File: src/rtl/cpu_types_pkg.sv
// cpu_types_pkg: shared word, RAM status and arbiter state types for the
// cache-to-memory bus.
package cpu_types_pkg;

    typedef logic [31:0] word_t;

    typedef enum logic [1:0] {
        FREE   = 2'd0,
        BUSY   = 2'd1,
        ACCESS = 2'd2,
        ERROR  = 2'd3
    } ramstate_t;

    typedef enum logic [1:0] {
        IDLE = 2'd0,
        DBUS = 2'd1,
        IBUS = 2'd2
    } bus_state_t;

    // Only ACCESS completes a RAM word; FREE, BUSY and ERROR all stall.
    function automatic logic ram_ready(input ramstate_t status);
        return status == ACCESS;
    endfunction

endpackage

File: src/rtl/rr_arbiter.sv
// rr_arbiter: two-requester round-robin picker. A lone requester wins; on a
// tie the core that was not served last wins.
module rr_arbiter (
    input  logic [1:0] req,
    input  logic       last,
    output logic       grant,
    output logic       valid
);

    // Pick the winner purely from the request pair and the last-served pointer
    always_comb begin
        valid = |req;
        grant = 1'b0;
        if (req == 2'b11) begin
            grant = ~last;
        end else if (req[1]) begin
            grant = 1'b1;
        end
    end

endmodule

File: src/rtl/bus_arbiter.sv
// bus_arbiter: memory-side responder shared by the icache and dcache of two
// cores. Data requests beat instruction requests, a locked data transaction
// keeps the grant across words, and the owner's address is broadcast to the
// other core for snooping.
module bus_arbiter
    import cpu_types_pkg::*;
#(
    parameter int CPUS = 2
) (
    input  logic                  CLK,
    input  logic                  nRST,
    input  logic [CPUS-1:0]       iREN,
    input  word_t [CPUS-1:0]      iaddr,
    output logic [CPUS-1:0]       iwait,
    output word_t [CPUS-1:0]      iload,
    input  logic [CPUS-1:0]       dREN,
    input  logic [CPUS-1:0]       dWEN,
    input  word_t [CPUS-1:0]      daddr,
    input  word_t [CPUS-1:0]      dstore,
    output logic [CPUS-1:0]       dwait,
    output word_t [CPUS-1:0]      dload,
    input  logic [CPUS-1:0]       cctrans,
    input  logic [CPUS-1:0]       ccwrite,
    output logic [CPUS-1:0]       ccwait,
    output word_t [CPUS-1:0]      ccsnoopaddr,
    output logic [CPUS-1:0]       ccinv,
    output logic                  ramREN,
    output logic                  ramWEN,
    output word_t                 ramaddr,
    output word_t                 ramstore,
    input  word_t                 ramload,
    input  ramstate_t             ramstate
);

    bus_state_t state, next_state;
    logic       owner, next_owner;
    logic       other;
    logic       d_last, next_d_last;
    logic       i_last, next_i_last;
    logic       ready;

    logic [1:0] data_req;
    logic [1:0] inst_req;
    logic       d_grant, d_valid;
    logic       i_grant, i_valid;

    assign ready    = ram_ready(ramstate);
    assign other    = ~owner;
    assign data_req = dREN | dWEN | cctrans;
    assign inst_req = iREN;

    rr_arbiter u_data_rr (
        .req   (data_req),
        .last  (d_last),
        .grant (d_grant),
        .valid (d_valid)
    );

    rr_arbiter u_inst_rr (
        .req   (inst_req),
        .last  (i_last),
        .grant (i_grant),
        .valid (i_valid)
    );

    // Grant state, owner and per-class pointers; reset favours CPU0 on a tie
    always_ff @(posedge CLK or negedge nRST) begin
        if (!nRST) begin
            state  <= IDLE;
            owner  <= 1'b0;
            d_last <= 1'b1;
            i_last <= 1'b1;
        end else begin
            state  <= next_state;
            owner  <= next_owner;
            d_last <= next_d_last;
            i_last <= next_i_last;
        end
    end

    // Next grant plus every bus and coherence output for the current owner
    always_comb begin
        next_state  = state;
        next_owner  = owner;
        next_d_last = d_last;
        next_i_last = i_last;
        ramREN      = 1'b0;
        ramWEN      = 1'b0;
        ramaddr     = '0;
        ramstore    = '0;
        iwait       = '1;
        dwait       = '1;
        ccwait      = '0;
        ccinv       = '0;
        ccsnoopaddr = '0;
        iload       = {CPUS{ramload}};
        dload       = {CPUS{ramload}};

        case (state)
            IDLE: begin
                if (d_valid) begin
                    next_state = DBUS;
                    next_owner = d_grant;
                end else if (i_valid) begin
                    next_state = IBUS;
                    next_owner = i_grant;
                end
            end

            DBUS: begin
                ramWEN             = dWEN[owner];
                ramREN             = dREN[owner] & ~dWEN[owner];
                ramaddr            = daddr[owner];
                ramstore           = dstore[owner];
                dwait[owner]       = ~(ready & (dREN[owner] | dWEN[owner]));
                ccwait[other]      = cctrans[owner];
                ccsnoopaddr[other] = daddr[owner];
                ccinv[other]       = ccwrite[owner] | dWEN[owner];
                if ((ready && !cctrans[owner]) || !data_req[owner]) begin
                    next_state  = IDLE;
                    next_d_last = owner;
                end
            end

            IBUS: begin
                ramREN       = 1'b1;
                ramaddr      = iaddr[owner];
                iwait[owner] = ~ready;
                if (ready || !iREN[owner]) begin
                    next_state  = IDLE;
                    next_i_last = owner;
                end
            end

            default: begin
                next_state = IDLE;
            end
        endcase
    end

endmodule

File: config.mk
export PLATFORM = sky130hd
export DESIGN_NAME = bus_arbiter
export DESIGN_NICKNAME = d
export VERILOG_FILES = /design/src/rtl/cpu_types_pkg.sv /design/src/rtl/rr_arbiter.sv /design/src/rtl/bus_arbiter.sv
export SDC_FILE = /design/constraint.sdc
export NUM_CORES = 1
export LEC_CHECK = 0
export ABC_CLOCK_PERIOD_IN_PS = 1500
export BUFFER_PORTS_ARGS = -buffer_cell sky130_fd_sc_hd__buf_2
export CORE_AREA = 2 2 195 197
export DETAILED_ROUTE_END_ITERATION = 8
export DIE_AREA = 0 0 197 199
export HOLD_SLACK_MARGIN = 0.15
export PLACE_DENSITY = 0.38
export SYNTH_ARGS = -nofsm -noshare
export SYNTH_HDL_FRONTEND = slang
export SYNTH_HIERARCHICAL = 1
export SYNTH_SLANG_ARGS = --single-unit
File: constraint.sdc
create_clock -name CLK -period 1.5 [get_ports CLK]
set_input_delay 0.075 -clock CLK [delete_from_list [all_inputs] [get_ports CLK]]
set_output_delay 0.075 -clock CLK [all_outputs]
set_load 0.02 [all_outputs]
Word level (Yosys, flattened, before mapping):

Cells that the tools add are included.

* div/mod/pow operators: 0
* reductions and logical operators: 16
* shift operators: 0
* bitwise operators: 18
* equal/unequal tests: 8
* $add $sub $neg: 0
* muxes and demuxes: 44
* multipliers: 0
* order comparisons: 4

Operator list (count)
* 2-to-1 mux 32 bit: 8
* bitwise AND 64 bit: 1
* 2-to-1 mux 64 bit: 1
* one-hot mux 32 bit (2 select lines): 1
* demux 32 bit (select 1 bit): 1
* 2-to-1 mux 1 bit: 21
* 2-to-1 mux 2 bit: 8
* equality test 2 bit (second input constant): 4
* OR 2 bit: 4
* inverter 1 bit: 6
* one-hot mux 2 bit (3 select lines): 1
* AND reduction 2 bit: 3
* bitwise AND 2 bit: 2
* less-than comparator 1 x 2 -> 1 bit (second input constant): 2
* != test 2 bit (second input constant): 2
* OR reduction 2 bit: 2
* logical AND 1 bit: 3
* logical NOT 1 bit: 3
* != test 3 bit (second input constant): 1
* AND reduction 3 bit: 1
* bitwise AND 1 bit: 2
* demux 1 bit (select 1 bit): 2
* equality test 2 x 1 -> 1 bit (second input constant): 1
* >= comparator 1 bit (second input constant): 2
* other kinds (6): 8

* RAM bits: 0
* ROM bits: 0
* output and inout bits: 266
* bits in latches: 0
* bits in registers: 5
* memories kept: 0
* input bits: 238

Depth between registers and ports, before layout:

* depth in word-level cells: 8
* gate-level depth with buffers: 6

Hierarchy:

Netlist, hierarchy kept.

By module, submodules not included
* bus_arbiter: seq. area each 127.6 um^2, area an instance 3305.7 um^2, cells each 440, instances 1
* rr_arbiter: seq. area each 0.0 um^2, area an instance 13.8 um^2, cells each 2, instances 2

Worst setup path after synthesis:

No wires, ideal clock.

* kind: reg-to-output
* from: reg state[1]
* to: out ramaddr[10]
* cell stages (with the launch flop): 7
* arrival: 1.611 ns
* slack: -0.186 ns
* path buffers: 1
* cells stage by stage: dfrtp_1 -> inv_1 -> ha_1 -> and2b_1 -> buf_2 -> and2_1 -> o31a_1

* word-level cells in the longest chain between the ends: 2
* elaborated cells between the ends (all ways): 3
* those cells by class: eq/ne (2); mux (1)

RTL lines
* start: declaration: line bus_arbiter.sv:35 `bus_state_t state, next_state;`
* start signal: assignment: line bus_arbiter.sv:74 `state <= next_state;`
* equality test 2 bit / equality test 2 x 1 -> 1 bit (equally long branches): line bus_arbiter.sv:99 `case (state)`
* one-hot mux 32 bit (2 select lines) *: line bus_arbiter.sv:99
* end: declaration: line bus_arbiter.sv:29 `output word_t ramaddr,`

Mark *: on every way between the ends. The rest lies on a longest branch, timed or not.

Final worst setup path:

* from: reg state[1]
* to: out ramaddr[5]

Same word-level chain as after synthesis.

==> flow_summary.yaml <==
synth:
  ys_warn_count: 6
  synth_compound_area_frac: 0.1231
  synthFlopType: "dfrtp_1"
  synthCells: 444
  yosys.area_share.xor_xnor: 0
  ys_ff_latch: 5
  avgSynthCellArea_sq_um: 7.507
  muxShareOfSynthArea: 0.2121
  synthAdderAreaFrac: 0.01126
  synth_area_leaders: "buf_4 30%, mux2i_1 20%, nor2b_1 13%"
  synthesis.nets: 685
  syn_area_sq_um: 3333
  synth_top_family_by_area: "buffers and inverters"
  yosysMostFrequentCell: "buf_4"
  ys_types: 34
  synth_commonest_cells: "131 x buf_4, 68 x mux2i_1, 67 x nor2b_1"
  synthArstFlopShare: 1.000
  synth_top_area_share: 0.2950
  synth_edf_count: 0
  synth_seq_area_share: 0.03829
  yosysTopAreaCell: "buf_4"
  synth-simple-area-share: 0.2800
layout:
  area_growth_pct: 88.96
  diodes: 0
  final_util: 0.1696
  drive_gt1_frac: 0.6843
  fin_nets: 961
  n_fill_cell: 4214
global_routing:
  grt_pass1_vias: 3925
  antenna_found_initial: 0
  grt_pass1_wl_um: 22470
  track_usage: 0.07562
  overflow: 0
  grt_max_degree: 29
power:
  leakagePower_nw: 3.308
  peakVddDrop_mv: 0.6882
  power_density_nw_per_um2: 1696
  power_mw: 10.68
sta:
  final_hold_viol_count: 0
  slew_violations: 0
  skew_ns: 0.003117
  worstMarginPinSlew_ns: 0.4183
  fmax_ghz: 0.5302
  relSlewSlack: 0.7206
  finalSetupViolations: 140
  period_minus_slack_ns: 1.886
  rsz0062_at_grt: "true"
  setup_slack_ns: -0.3859
  timing.final.crit_share: 1.257
flow_run:
  maxCapViolations: 0
floorplan:
  initial_core_util: 0.08976
  core_sq_um: 37130
  io_pins: 504
  die_area_sq_um: 39200
  die_w_um: 197
  row_count: 71
  chipHeight_um: 199
critical_path:
  arrival_ns: 1.81
  crit_buf_inv: 4
  max_stage_delay_ns: 0.38
  endpoint_kind: "primary output"
  cpMostUsedCell: "buf_12"
  startpoint_type: "flip-flop"
  crit_path_cell_trace: "buf_4, ha_4, buf_12, buf_12, nor2b_1, o31a_1, buf_6"
  setup.worst_path.class: "flip-flop to primary output"
  path_depth: 7
  timing.rr.end: "state[1]"
  crit_start: "state[1]"
  critPathCapture: "ramaddr[5]"
  critical_path.max_fanout: 8
  worst-r2r-cell-count: 7
  rr_startpoint: "owner"
  cpLargestDelayFamily: "buffers and inverters"
  cp_slowest_cell: "dfrtp_1"
  cp.required_ns: 1.42
  r2r_setup_slack_ns: -0.26
detailed_routing:
  vias_per_cell: 3.433
  wire_per_inst_um: 14.31
  antenna_left: 0
  dr_total_vias: 4095
  drc: 0
  drt-pass1-iter-count: 4
  dr.first_iter.drc_count: 136
  finalWirelength_um: 17070
clocking:
  clock-sinks: 5
  clock-root-buffer: "clkbuf_16"
  cts_made_buffers: 3
  clk_latency_ns: 0.23
  tritoncts: "yes"
  ctsHtreeMaxLevel: 1
  cts.clk_slew.worst_paths_ns: 0.03
  cts_max_path_buffers: 2
place:
  portBuffers: 343
  hpwl_um: 13110
  place_congestion: 0.7147
worst_hold_path:
  hold_path_class: "input port to primary output"
outcome:
  status: "finished, violations left"
  violations: "setup timing"
[cell families after synthesis]
logic type	count (synthesis)
buffers and inverters	162
adder cells (fa/ha/maj)	3
AO/OA/AOI/OAI	52
multiplexers	70
AND/OR/NAND/NOR	152
flip-flops	5
[final cells by class]
type                    instances  area [sq um]  share of cell area
inverters                       4         15.01            0.002384
multi-input cells             277          2321              0.3685
clock buffers                   4         78.83             0.01251
flip-flops and latches          5         131.4             0.02086
well taps                     474         593.1             0.09416
repair buffers                429          3159              0.5016
[power by group]
group	internal (mW)	total (mW)	switching, mW
sequential	0.199	0.261	0.0614
combinational	5.07	9.97	4.90
clock	0.353	0.446	0.0929
[state kept, by name, summed over array words and instances (netlist names)]
signal  cells
d_last      1
i_last      1
owner       1
state       2
[per-layer routing]
| layer | share of wire | vias up | track usage |
|---|---|---|---|
| met3 | 0.082 | 35 | 0.01475 |
| li1 | - | 1939 | - |
| met5 | 0 | - | 0 |
| met2 | 0.52 | 290 | 0.1493 |
| met4 | 0.037 | 0 | 0.02144 |
| met1 | 0.37 | 1831 | 0.08069 |
[stage by stage]
step                      setup WS, ns  std cells  area (sq um)  hold WS [ns]  setup TNS (ns)
after floorplan               -0.02809        444          3432       -0.2206         -0.4417
after global placement         -0.2815       1166          5204      -0.09283          -5.340
after detailed placement       -0.2755       1166          5204      -0.09426          -4.912
after CTS                      -0.4045       1189          5991        0.1503          -35.20
after global routing           -0.4419       1193          6299        0.1501          -41.79
final                          -0.3859       1193          6299        0.1500          -30.91
[how the worst min path moves through the flow]
stage,start,end,slack (ns),depth (start not counted)
6_report,ramload[22],iload[22],0.15,0
2_1_floorplan,nRST,owner,-0.22,0
5_1_grt,ramload[22],iload[54],0.15,0
3_5_place_dp,nRST,state[0],-0.09,1
3_3_place_gp,nRST,state[0],-0.09,1
4_1_cts,ramload[30],dload[30],0.15,0
[placed cells by master (no fill, tap or decap), types with 3 or more instances in the layout]
cell	n
a21oi_1	3
and2_4	32
and3_1	30
and3_4	3
buf_12	13
buf_16	5
buf_2	256
buf_4	77
buf_6	73
buf_8	3
clkbuf_16	4
ha_4	3
mux2i_1	62
mux2i_4	4
nand2_1	4
nor2_1	3
nor2b_1	65
o21ai_0	3
o21ai_2	3
o31a_1	32
[what timing repair did]
action / 4_1_cts / 5_1_grt
cloned: 6 / 1
setup buffers: 13 / 6
pin swaps: 6 / 22
resized for setup: 128 / 88
hold endpoints to repair: 5 / 0
setup endpoints to repair: 138 / 141
hold buffers: 1 / 0
(Power assumes the default switching activity.)
